===== config.mk =====
export PLATFORM = sky130hd
export DESIGN_NAME = ball_motion_engine_flat
export DESIGN_NICKNAME = d
export VERILOG_FILES = /design/src/rtl/ball_motion_engine_pkg.sv /design/src/rtl/ball_motion_engine_if.sv /design/src/rtl/ball_motion_engine_pop_frame_counter.sv /design/src/rtl/ball_motion_engine.sv /design/src/flat_wrapper.sv
export SDC_FILE = /design/constraint.sdc
export NUM_CORES = 1
export LEC_CHECK = 0
export CORE_ASPECT_RATIO = 0.75
export CORE_UTILIZATION = 30
export DETAILED_ROUTE_END_ITERATION = 6
export GPL_TIMING_DRIVEN = 1
export SLEW_MARGIN = 0
export SYNTH_ARGS = -nofsm -noshare
export SYNTH_HDL_FRONTEND = slang
export SYNTH_SLANG_ARGS = --single-unit

===== constraint.sdc =====
create_clock -name clk -period 7 [get_ports clk]
set_input_delay 1.75 -clock clk [delete_from_list [all_inputs] [get_ports clk]]
set_output_delay 1.75 -clock clk [all_outputs]
set_load 0.01 [all_outputs]

===== src/rtl/ball_motion_engine_pkg.sv =====
// ---------------------------------------------------------------------------
// ball_pkg
// Shared definitions for the ball motion engine:
//   - ball_state_e         : engine state (IDLE / MOVE / POP)
//   - screen/object geometry and the fixed-point scale
//   - MAX_SPEED            : speed limit, used only when BALL_SPEED_SAT_EN is defined
//   - bound_max()          : largest legal top-left coordinate, in subpixels
//   - clamp_pos()          : clamp a subpixel coordinate to [0, limit]
//   - sat_speed()          : clamp a speed to [-MAX_SPEED, +MAX_SPEED]
// ---------------------------------------------------------------------------
package ball_pkg;

  typedef enum logic [1:0] {
    IDLE = 2'd0,
    MOVE = 2'd1,
    POP  = 2'd2
  } ball_state_e;

  // Must be a power of two; pixel coordinates are recovered by a shift.
  localparam int FIXED_POINT_MULTIPLIER = 64;
  localparam int FPM_SHIFT              = $clog2(FIXED_POINT_MULTIPLIER);

  localparam int SCREEN_W  = 640;
  localparam int SCREEN_H  = 480;
  localparam int OBJECT_W  = 32;
  localparam int OBJECT_H  = 32;
  localparam int MAX_SPEED = 400;

  // Largest top-left coordinate (subpixels) that keeps the object on screen.
  function automatic int bound_max(input int pixels, input int object);
    return (pixels - object) * FIXED_POINT_MULTIPLIER;
  endfunction

  function automatic int clamp_pos(input int pos, input int limit);
    if (pos < 0) begin
      return 0;
    end else if (pos > limit) begin
      return limit;
    end
    return pos;
  endfunction

  function automatic int sat_speed(input int spd);
    if (spd > MAX_SPEED) begin
      return MAX_SPEED;
    end else if (spd < -MAX_SPEED) begin
      return -MAX_SPEED;
    end
    return spd;
  endfunction

endpackage


===== src/rtl/ball_motion_engine_if.sv =====
// ---------------------------------------------------------------------------
// ball_motion_engine_if
// Bundles the split-stage request signals and the engine's results.
//   master : the split stage / draw logic side (drives requests, reads results)
//   slave  : the ball motion engine
// Requests : startOfFrame, spawn, spawnX, spawnY, Xspeed_in, Yspeed_in, kill
// Results  : spawn_ack, active, pop, topLeftX, topLeftY, Xspeed_out,
//            Yspeed_out, state_dbg (engine state, for observation only)
//
// Handshake: spawn is a level request sampled on each rising clock edge.
// It is accepted only when the engine is IDLE; acceptance is signalled by
// spawn_ack being high for exactly one cycle (the cycle after the sampling
// edge, together with active going high). A requester that sees no
// spawn_ack must assume the request was dropped; spawn is never queued.
// kill and startOfFrame are single-cycle pulses with no acknowledge.
// ---------------------------------------------------------------------------
interface ball_motion_engine_if;
  import ball_pkg::*;

  logic               startOfFrame;
  logic               spawn;
  logic signed [31:0] spawnX;
  logic signed [31:0] spawnY;
  logic signed [31:0] Xspeed_in;
  logic signed [31:0] Yspeed_in;
  logic               kill;

  logic               spawn_ack;
  logic               active;
  logic               pop;
  logic signed [31:0] topLeftX;
  logic signed [31:0] topLeftY;
  logic signed [31:0] Xspeed_out;
  logic signed [31:0] Yspeed_out;
  ball_state_e        state_dbg;

  modport master (
    output startOfFrame, spawn, spawnX, spawnY, Xspeed_in, Yspeed_in, kill,
    input  spawn_ack, active, pop, topLeftX, topLeftY, Xspeed_out, Yspeed_out,
           state_dbg
  );

  modport slave (
    input  startOfFrame, spawn, spawnX, spawnY, Xspeed_in, Yspeed_in, kill,
    output spawn_ack, active, pop, topLeftX, topLeftY, Xspeed_out, Yspeed_out,
           state_dbg
  );

endinterface


===== src/rtl/ball_motion_engine_pop_frame_counter.sv =====
// ---------------------------------------------------------------------------
// pop_frame_counter
// Loadable down-counter that advances once per enabled frame tick.
// Ports:
//   clk, rst_n : clock, asynchronous active-low reset
//   load       : load load_val (has priority over en)
//   load_val   : value loaded
//   en         : decrement enable (frame tick while popping)
//   done       : high in the cycle whose decrement takes the count to zero
// ---------------------------------------------------------------------------
module pop_frame_counter #(
  parameter int CNT_W = 4
) (
  input  logic             clk,
  input  logic             rst_n,
  input  logic             load,
  input  logic [CNT_W-1:0] load_val,
  input  logic             en,
  output logic             done
);

  logic [CNT_W-1:0] count_q, count_d;

  always_comb begin
    count_d = count_q;
    if (load) begin
      count_d = load_val;
    end else if (en && (count_q != '0)) begin
      count_d = count_q - CNT_W'(1);
    end
  end

  // A count already at zero also reports done so a zero-length pop
  // still releases the engine on the next tick.
  assign done = en && !load && (count_q <= CNT_W'(1));

  always_ff @(posedge clk or negedge rst_n) begin
    if (!rst_n) begin
      count_q <= '0;
    end else begin
      count_q <= count_d;
    end
  end

endmodule


===== src/rtl/ball_motion_engine.sv =====
// ---------------------------------------------------------------------------
// ball_motion_engine
// One ball slot: loads a child ball from the split stage, integrates its
// fixed-point position once per frame with gravity and wall/floor/ceiling
// reflection, and runs a timed pop phase after a rope hit.
// Ports:
//   clk    : system clock
//   resetN : asynchronous active-low reset
//   bus    : ball_motion_engine_if.slave (requests in, position/speed out)
// Optional build macro: BALL_SPEED_SAT_EN -- saturate speeds to
//   [-MAX_SPEED, +MAX_SPEED] after the reflection/gravity step and on spawn.
// ---------------------------------------------------------------------------
module ball_motion_engine
  import ball_pkg::*;
#(
  parameter int GRAVITY    = 4,
  parameter int POP_FRAMES = 8
) (
  input  logic                 clk,
  input  logic                 resetN,
  ball_motion_engine_if.slave  bus
);

  localparam int X_MAX = bound_max(SCREEN_W, OBJECT_W);
  localparam int Y_MAX = bound_max(SCREEN_H, OBJECT_H);
  localparam int CNT_W = (POP_FRAMES < 2) ? 1 : $clog2(POP_FRAMES + 1);

  ball_state_e state_q, state_d;
  int          pos_x_q, pos_x_d;
  int          pos_y_q, pos_y_d;
  int          x_speed_q, x_speed_d;
  int          y_speed_q, y_speed_d;
  logic        spawn_ack_q, spawn_ack_d;

  // Frame-update candidates, computed from registered position/speed.
  int          x_speed_upd, y_speed_upd;
  int          pos_x_upd, pos_y_upd;
  int          spawn_x_spd, spawn_y_spd;

  logic        cnt_load, cnt_en, cnt_done;

  assign cnt_load = (state_q == MOVE) && bus.kill;
  assign cnt_en   = (state_q == POP) && bus.startOfFrame;

  pop_frame_counter #(
    .CNT_W (CNT_W)
  ) u_pop_cnt (
    .clk      (clk),
    .rst_n    (resetN),
    .load     (cnt_load),
    .load_val (CNT_W'(POP_FRAMES)),
    .en       (cnt_en),
    .done     (cnt_done)
  );

  always_comb begin
    // Reflection is decided on the registered position, so a ball that
    // sits exactly on a boundary turns around on its next frame.
    x_speed_upd = x_speed_q;
    if (((pos_x_q <= 0) && (x_speed_q < 0)) ||
        ((pos_x_q >= X_MAX) && (x_speed_q > 0))) begin
      x_speed_upd = -x_speed_q;
    end

    // Gravity is skipped on a bounce frame so the reflected speed is exact.
    if ((pos_y_q >= Y_MAX) && (y_speed_q > 0)) begin
      y_speed_upd = -y_speed_q;
    end else if ((pos_y_q <= 0) && (y_speed_q < 0)) begin
      y_speed_upd = -y_speed_q;
    end else begin
      y_speed_upd = y_speed_q + GRAVITY;
    end

    spawn_x_spd = bus.Xspeed_in;
    spawn_y_spd = bus.Yspeed_in;

`ifdef BALL_SPEED_SAT_EN
    x_speed_upd = sat_speed(x_speed_upd);
    y_speed_upd = sat_speed(y_speed_upd);
    spawn_x_spd = sat_speed(spawn_x_spd);
    spawn_y_spd = sat_speed(spawn_y_spd);
`endif

    pos_x_upd = clamp_pos(pos_x_q + x_speed_upd, X_MAX);
    pos_y_upd = clamp_pos(pos_y_q + y_speed_upd, Y_MAX);
  end

  always_comb begin
    state_d     = state_q;
    pos_x_d     = pos_x_q;
    pos_y_d     = pos_y_q;
    x_speed_d   = x_speed_q;
    y_speed_d   = y_speed_q;
    spawn_ack_d = 1'b0;

    case (state_q)
      IDLE: begin
        // kill is meaningless without a ball; spawn always wins here.
        if (bus.spawn) begin
          pos_x_d     = bus.spawnX * FIXED_POINT_MULTIPLIER;
          pos_y_d     = bus.spawnY * FIXED_POINT_MULTIPLIER;
          x_speed_d   = spawn_x_spd;
          y_speed_d   = spawn_y_spd;
          spawn_ack_d = 1'b1;
          state_d     = MOVE;
        end
      end
      MOVE: begin
        // kill freezes the ball even on a frame tick.
        if (bus.kill) begin
          state_d = POP;
        end else if (bus.startOfFrame) begin
          x_speed_d = x_speed_upd;
          y_speed_d = y_speed_upd;
          pos_x_d   = pos_x_upd;
          pos_y_d   = pos_y_upd;
        end
      end
      POP: begin
        if (cnt_done) begin
          state_d = IDLE;
        end
      end
      default: begin
        state_d = IDLE;
      end
    endcase
  end

  always_ff @(posedge clk or negedge resetN) begin
    if (!resetN) begin
      state_q     <= IDLE;
      pos_x_q     <= 0;
      pos_y_q     <= 0;
      x_speed_q   <= 0;
      y_speed_q   <= 0;
      spawn_ack_q <= 1'b0;
    end else begin
      state_q     <= state_d;
      pos_x_q     <= pos_x_d;
      pos_y_q     <= pos_y_d;
      x_speed_q   <= x_speed_d;
      y_speed_q   <= y_speed_d;
      spawn_ack_q <= spawn_ack_d;
    end
  end

  // Outputs come straight from flops (or a fixed shift of a flop).
  // Positions are non-negative after clamping, so the shift equals the divide.
  assign bus.spawn_ack  = spawn_ack_q;
  assign bus.active     = (state_q == MOVE);
  assign bus.pop        = (state_q == POP);
  assign bus.topLeftX   = pos_x_q >>> FPM_SHIFT;
  assign bus.topLeftY   = pos_y_q >>> FPM_SHIFT;
  assign bus.Xspeed_out = x_speed_q;
  assign bus.Yspeed_out = y_speed_q;
  assign bus.state_dbg  = state_q;

endmodule

===== src/flat_wrapper.sv =====
// flat-port wrapper written by rule: the top's interface ports become plain ports
module ball_motion_engine_flat import ball_pkg::*;
#(
  parameter int GRAVITY    = 4,
  parameter int POP_FRAMES = 8
)
  (clk, resetN, bus_startOfFrame, bus_spawn, bus_spawnX, bus_spawnY, bus_Xspeed_in, bus_Yspeed_in, bus_kill, bus_spawn_ack, bus_active, bus_pop, bus_topLeftX, bus_topLeftY, bus_Xspeed_out, bus_Yspeed_out, bus_state_dbg);
  ball_motion_engine_if bus_i ();
  input  logic clk;
  input  logic resetN;
  input wire logic [$bits(bus_i.startOfFrame)-1:0] bus_startOfFrame;
  input wire logic [$bits(bus_i.spawn)-1:0] bus_spawn;
  input wire logic [$bits(bus_i.spawnX)-1:0] bus_spawnX;
  input wire logic [$bits(bus_i.spawnY)-1:0] bus_spawnY;
  input wire logic [$bits(bus_i.Xspeed_in)-1:0] bus_Xspeed_in;
  input wire logic [$bits(bus_i.Yspeed_in)-1:0] bus_Yspeed_in;
  input wire logic [$bits(bus_i.kill)-1:0] bus_kill;
  output wire logic [$bits(bus_i.spawn_ack)-1:0] bus_spawn_ack;
  output wire logic [$bits(bus_i.active)-1:0] bus_active;
  output wire logic [$bits(bus_i.pop)-1:0] bus_pop;
  output wire logic [$bits(bus_i.topLeftX)-1:0] bus_topLeftX;
  output wire logic [$bits(bus_i.topLeftY)-1:0] bus_topLeftY;
  output wire logic [$bits(bus_i.Xspeed_out)-1:0] bus_Xspeed_out;
  output wire logic [$bits(bus_i.Yspeed_out)-1:0] bus_Yspeed_out;
  output wire logic [$bits(bus_i.state_dbg)-1:0] bus_state_dbg;
  assign bus_i.startOfFrame = bus_startOfFrame;
  assign bus_i.spawn = bus_spawn;
  assign bus_i.spawnX = bus_spawnX;
  assign bus_i.spawnY = bus_spawnY;
  assign bus_i.Xspeed_in = bus_Xspeed_in;
  assign bus_i.Yspeed_in = bus_Yspeed_in;
  assign bus_i.kill = bus_kill;
  assign bus_spawn_ack = bus_i.spawn_ack;
  assign bus_active = bus_i.active;
  assign bus_pop = bus_i.pop;
  assign bus_topLeftX = bus_i.topLeftX;
  assign bus_topLeftY = bus_i.topLeftY;
  assign bus_Xspeed_out = bus_i.Xspeed_out;
  assign bus_Yspeed_out = bus_i.Yspeed_out;
  assign bus_state_dbg = bus_i.state_dbg;
  ball_motion_engine #(.GRAVITY(GRAVITY), .POP_FRAMES(POP_FRAMES)) u_core (.clk(clk), .resetN(resetN), .bus(bus_i));
endmodule

-- Word level (Yosys, flattened, before mapping)
Index checks and enable logic that the tools add are counted.
- register bits: 135
- bits of input ports: 133
- output and inout bits: 133
- word-level logic and storage cells: 87
- add/subtract/negate cells: 6
- $lt $le $gt $ge: 13
- equal/unequal tests: 7
- multiplexer cells: 37
- reductions and logical operators: 17
- operator list (kind ; number):
    $mux W32 ; 19
    $pmux W32 S2 ; 4
    $lt A32 B1 Y1 const B ; 4
    $add A32 B32 Y32 ; 2
    $gt A32 B1 Y1 const B ; 2
    $le A32 B1 Y1 const B ; 2
    $neg A32 Y32 ; 2
    $add A32 B4 Y32 const B ; 1
    $ge A32 B16 Y1 const B ; 1
    $ge A32 B17 Y1 const B ; 1
    $gt A32 B16 Y1 const B ; 1
    $gt A32 B17 Y1 const B ; 1
    $mux W16 ; 1
    $mux W15 ; 1
    $logic_and A1 B1 Y1 ; 9
    $mux W4 ; 2
    $ne A2 B2 Y1 const B ; 4
    $mux W1 ; 6
    $mux W2 ; 3
    $pmux W2 S3 ; 1
    $le A4 B1 Y1 const B ; 1
    $reduce_and A4 Y1 ; 1
    $reduce_bool A2 Y1 ; 2
    $reduce_bool A4 Y1 ; 1
    other kinds (8) ; 8

-- Longest topological paths before layout
- word-level depth: 12
- depth in mapped cells: 24
- gate-level depth less buffers: 21

-- Hierarchy
A second synthesis with hierarchy kept.
- cells, all modules: 1622
- area total of the unflattened synthesis: 12682.2 um2
- by module, submodules not included (module ; instances ; cells each ; area an instance (um2) ; sequential area each (um2)):
    ball_motion_engine ; 1 ; 1591 ; 12389.4 ; 3278.1
    pop_frame_counter ; 1 ; 31 ; 292.8 ; 100.1

-- Worst setup path after synthesis
OpenSTA, ideal clock, no wires.
- path kind: flip-flop to flip-flop
- start: reg u_core.x_speed_q (netlist bit u_core.bus.Xspeed_out[26])
- end: reg u_core.pos_x_q[11] (netlist bit)
- setup time: 0.124 ns
- arrival: 5.218 ns
- data required time: 6.876 ns
- setup slack: 1.658 ns
- cell stages (with the launch flop): 21
- buffers on the path: 2
- period minus slack after synthesis: 5.342 ns
- cell sequence: dfrtp_1 > or4_1 > or4_1 > o32ai_1 > nor3_1 > a21o_1 > clkbuf_1 > o41ai_1 > xnor2_1 > ha_1 > clkbuf_1 > a21o_1 > a21oi_1 > o2bb2ai_1 > nor2_1 > o41ai_1 > a31oi_1 > xnor2_1 > nor4_1 > nand2_1 > o31a_1
- cells in the longest elaborated chain, start to end: 12
- elaborated cells between the ends (all ways): 18
- classes of those cells: 2 x add/sub; 4 x order compare; 9 x mux; 3 x reduce/logical
- RTL lines (what ; line ; text):
    from (decl) ; ball_motion_engine.sv:31 ; int x_speed_q, x_speed_d;
    from (signal assigned) ; ball_motion_engine.sv:142 ; x_speed_q <= x_speed_d;
    $lt A32 B1 Y1 / $gt A32 B1 Y1 (equally long branches) ; ball_motion_engine.sv:60, ball_motion_engine.sv:61 ;
    $logic_and A1 B1 Y1, on equally long branches ; ball_motion_engine.sv:60, ball_motion_engine.sv:61 ;
    $logic_or A1 B1 Y1 ; ball_motion_engine.sv:60 ; if (((pos_x_q <= 0) && (x_speed_q < 0)) ||
    $mux W32 * ; ball_motion_engine.sv:60 ;
    $add A32 B32 Y32 * ; ball_motion_engine.sv:84 ; pos_x_upd = clamp_pos(pos_x_q + x_speed_upd, X_MAX);
    $gt A32 B17 Y1 ; ball_motion_engine_pkg.sv:37 ; end else if (pos > limit) begin
    $mux W16 / $mux W1 (equally long branches) ; ball_motion_engine_pkg.sv:37 ;
    $mux W32 / $mux W1 (equally long branches) ; ball_motion_engine_pkg.sv:35 ; if (pos < 0) begin
    $mux W32 * ; ball_motion_engine_pkg.sv:40 ; return pos;
    $mux W32 * ; ball_motion_engine.sv:112 ; end else if (bus.startOfFrame) begin
    $mux W32 * ; ball_motion_engine.sv:110 ; if (bus.kill) begin
    $pmux W32 S2 * ; ball_motion_engine.sv:96 ; case (state_q)
    to (signal assigned) ; ball_motion_engine.sv:140 ; pos_x_q <= pos_x_d;
    to (decl) ; ball_motion_engine.sv:29 ; int pos_x_q, pos_x_d;
Every way passes the cells marked *; elsewhere a longest branch is shown, timed or not. The select of a mux whose other input is x is not followed.
A chain may end at the register's enable or synchronous reset.

-- Worst setup path in the final report
- start: reg u_core.x_speed_q (netlist bit u_core.bus.Xspeed_out[26])
- end: reg u_core.pos_x_q[2] (netlist bit)
- cells in the longest elaborated chain, start to end: 12
- elaborated cells between the ends (all ways): 17
- classes of those cells: 2 x add/sub; 4 x order compare; 8 x mux; 3 x reduce/logical
- RTL lines (what ; line):
    $lt A32 B1 Y1 / $gt A32 B1 Y1 (equally long branches) ; ball_motion_engine.sv:60, ball_motion_engine.sv:61
    $logic_and A1 B1 Y1, on equally long branches ; ball_motion_engine.sv:60, ball_motion_engine.sv:61
    $logic_or A1 B1 Y1 ; ball_motion_engine.sv:60
    $mux W32 * ; ball_motion_engine.sv:60
    $add A32 B32 Y32 * ; ball_motion_engine.sv:84
    $gt A32 B17 Y1 ; ball_motion_engine_pkg.sv:37
    $mux W1 ; ball_motion_engine_pkg.sv:37
    $mux W1 ; ball_motion_engine_pkg.sv:35
    $mux W32 * ; ball_motion_engine_pkg.sv:40
    $mux W32 * ; ball_motion_engine.sv:112
    $mux W32 * ; ball_motion_engine.sv:110
    $pmux W32 S2 * ; ball_motion_engine.sv:96
Marked as above.

==> results.toml <==
[outcome]
status = "finished, final reports clean"

[worst_hold_path]
hp-class = "register to register"
whs_endpoint = "u_core.pos_y_q[2]$_DFFE_PN0P_"
hp-start = "u_core.pos_y_q[2]$_DFFE_PN0P_"
hold_path_depth = 2

[global_route]
grtUsageTotal = 0.2181
antenna_found_initial = 0
overflow = 0
grt_pass1_vias = 11360
grt_max_degree = 83
grt_pass1_wl_um = 67630

[layout]
nNetsFinal = 1913
nFillCells = 3963
drive_gt1_frac = 0.05165
antenna_cells = 0
area_growth_pct = 27.69

[die]
die_x_um = 232.6
dieArea_um2 = 40710
num_io_pins = 266
die_y_um = 175.0
start_util = 0.3086
core_um2 = 38790
num_rows = 62

[synthesis]
ys_warn_count = 0
ys_seq_area_frac = 0.2822
syn_area_um2 = 11970
synth_cell_types = 78
synth_nets = 1749
synth_edf_count = 0
synth_cells = 1546
async_reset_ff_frac = 1.000
synth.largest_area_cell = "dfrtp_1"
synthDominantCellAreaShare = 0.2822
ys_seq_elements = 135
synthTopCellsByArea = "dfrtp_1 28%, nand2_1 7.9%, ha_1 7.1%, xnor2_1 5.6%, o21ai_0 5.5%"
synth_flop_cell = "dfrtp_1"
post_synth.cell_area_avg_um2 = 7.742

[routing]
via_per_inst = 5.488
wire_per_inst_um = 19.99
via_count = 12270
drt_pass1_iterations = 5
drt_iter0_markers = 1019
routed_wl_um = 44680
detail-route-antenna-nets = 0
drc = 0

[worst_setup_path]
reg2reg_from = "u_core.bus.Xspeed_out[26]$_DFFE_PN0P_"
worstSetupPathType = "register to register"
cp_slowest_stage_delay_ns = 0.60
r2r_setup_slack_ns = 0.50
cp.required_ns = 7.38
reg2reg_depth = 20
cp-end-kind = "register"
crit_fanout = 21
start_kind = "register"
cpMaxStageDelayCell = "or4_1"
path_cells = "or4_1, or4_1, o32ai_1, nor3_1, a21o_1, o41ai_1, xnor2_1, ha_1, a21o_1, a32oi_1, nand2_1, nor2_1, o21ai_1, or3_1, a2111oi_0, buf_4, o2111a_1, buf_4, nand4b_4, o21ai_0"
arrival_ns = 6.88
worstReg2RegEnd = "u_core.pos_x_q[2]$_DFFE_PN0P_"

[timing]
min_period_ns = 6.499
setup_violations = 0
rsz0062_at_grt = "false"
clock.fmax_mhz = 153.9
slew_viol_final = 0
skew_ns = 0.01388
fin_tns_setup_ns = 0
worst_pin_slew_ns = 0.8655
slew_headroom = 0.4230
hold_viol = 0
period_share = 0.9285

[clock_tree]
cts_max_level = 4
clk_pin_slew_ns = 0.06
postCtsSetupRepairBufs = 0
cts_tree = "built"
cts.sink_count = 135
holdBufCountCts = 0
cts.path.max_buffers = 2
cts_root_buf = "clkbuf_16"
clkLatencyLatePin_ns = 0.48
cts_made_buffers = 17
cts_resized = 0

[placement]
portBuffers = 253
hpwl_um = 34680
routabilityCongestion = 0.9481

[flow_run]
maxCapViolations = 0
## flip-flops by register name, summed over array words and instances, names as in the netlist
name	cells
u_core.bus.Yspeed_out	32
u_core.pos_y_q	32
u_core.bus.spawn_ack	1
u_core.bus.state_dbg	2
u_core.pos_x_q	32
u_core.bus.Xspeed_out	32
u_core.u_pop_cnt.count_q	4
## layout by cell type, fill, tap and decap left out, types with 5 or more instances in the layout
| cell | n |
|---|---|
| clkdlybuf4s50_1 | 252 |
| nand2_1 | 251 |
| dfrtp_1 | 135 |
| o21ai_0 | 132 |
| a21oi_1 | 105 |
| nor2_1 | 95 |
| xnor2_1 | 76 |
| ha_1 | 68 |
| nand3_1 | 60 |
| inv_1 | 43 |
| mux2i_1 | 40 |
| buf_4 | 34 |
| xor2_1 | 33 |
| nor4_1 | 29 |
| a31oi_1 | 28 |
| a21o_1 | 25 |
| and3_1 | 25 |
| nor3_1 | 24 |
| o31ai_1 | 24 |
| nand4_1 | 23 |
| clkbuf_16 | 17 |
| or4_1 | 10 |
| or3_1 | 10 |
| nand2b_1 | 10 |
| o22ai_1 | 10 |
| a22oi_1 | 9 |
| and4_1 | 8 |
| nor3b_1 | 7 |
| a211oi_1 | 7 |
| nor2b_1 | 7 |
| o41ai_1 | 6 |
| and2_1 | 6 |
| or2_2 | 5 |
| a41oi_1 | 5 |
| nand3b_1 | 5 |
| o31a_1 | 5 |
## synthesized netlist by cell type (25+ instances only)
master	count
a31oi_1	28
xnor2_1	76
mux2i_1	40
clkbuf_1	68
nor4_1	29
dfrtp_1	135
inv_1	43
nand3_1	60
nor2_1	96
a21o_1	25
a21oi_1	105
buf_4	64
xor2_1	33
and3_1	25
o21ai_0	132
ha_1	68
nand2_1	251
## critical path: cells and delay by family, from the launching register on
family | cells | cell delay [ns]
DFF | 1 | 0.43
buffers and inverters | 2 | 0.33
AOI/OAI and AO/OA | 9 | 2.67
and+or+nand+nor | 7 | 2.35
adders and majority gates | 1 | 0.38
xor gates and xnor gates | 1 | 0.24
## layout make-up
| class | count | area [um2] | area share |
|---|---|---|---|
| Clock buffer | 21 | 460.4 | 0.03013 |
| Clock inverter | 11 | 171.4 | 0.01122 |
| Inverter | 44 | 166.4 | 0.01089 |
| Multi-Input combinational cell | 1225 | 7677 | 0.5023 |
| Sequential cell | 135 | 3378 | 0.2210 |
| Tap cell | 512 | 640.6 | 0.04192 |
| Timing Repair Buffer | 287 | 2789 | 0.1825 |
## cell families (layout without fill, tap and decap cells)
logic type	Yosys count	after routing	share of synthesized area
and+or+nand+nor	589	589	0.2340
AOI/OAI and AO/OA	415	415	0.2151
xor gates and xnor gates	110	110	0.08112
DFF	135	135	0.2822
buffers and inverters	186	363	0.07872
muxes	41	41	0.03439
adders and majority gates	70	70	0.07443
## layer usage
metal | vias up | global-route usage | wire length (um)
li1 | 5857 | - | -
met1 | 5915 | 0.3407 | 23110
met2 | 463 | 0.2917 | 17360
met3 | 31 | 0.06119 | 3797
met4 | 0 | 0.03894 | 416
met5 | - | 0 | 0
## worst max path at each step
stage / start / endpoint / slack, ns / cells after the start
after global routing: u_core.bus.Xspeed_out[26]$_DFFE_PN0P_ / u_core.pos_x_q[3]$_DFFE_PN0P_ / 0.20 / 20
after global placement: u_core.bus.Xspeed_out[26]$_DFFE_PN0P_ / u_core.pos_x_q[11]$_DFFE_PN0P_ / 0.70 / 19
after CTS: u_core.bus.Xspeed_out[26]$_DFFE_PN0P_ / u_core.pos_x_q[12]$_DFFE_PN0P_ / 0.56 / 19
after floorplan: u_core.bus.Xspeed_out[26]$_DFFE_PN0P_ / u_core.pos_x_q[11]$_DFFE_PN0P_ / 1.66 / 20
final: u_core.bus.Xspeed_out[26]$_DFFE_PN0P_ / u_core.pos_x_q[2]$_DFFE_PN0P_ / 0.50 / 20
after detailed placement: u_core.bus.Xspeed_out[26]$_DFFE_PN0P_ / u_core.pos_x_q[3]$_DFFE_PN0P_ / 0.61 / 20
## through the flow
step	hold slack [ns]	utilization	std cells	setup WS (ns)	instance area, um2
5_1_grt	0.5728	0.3940	2235	0.2000	15280
6_report	0.5226	0.3940	2235	0.5007	15280
4_1_cts	0.5315	0.3940	2235	0.5643	15280
2_1_floorplan	0.4757	-	1546	1.658	11970
3_3_place_gp	0.4962	0.3777	2203	0.6956	14650
3_5_place_dp	0.5158	0.3777	2203	0.6128	14650
Power is not shown: default switching activity piles up to over one toggle a cycle in this logic, so the estimate is an artifact.
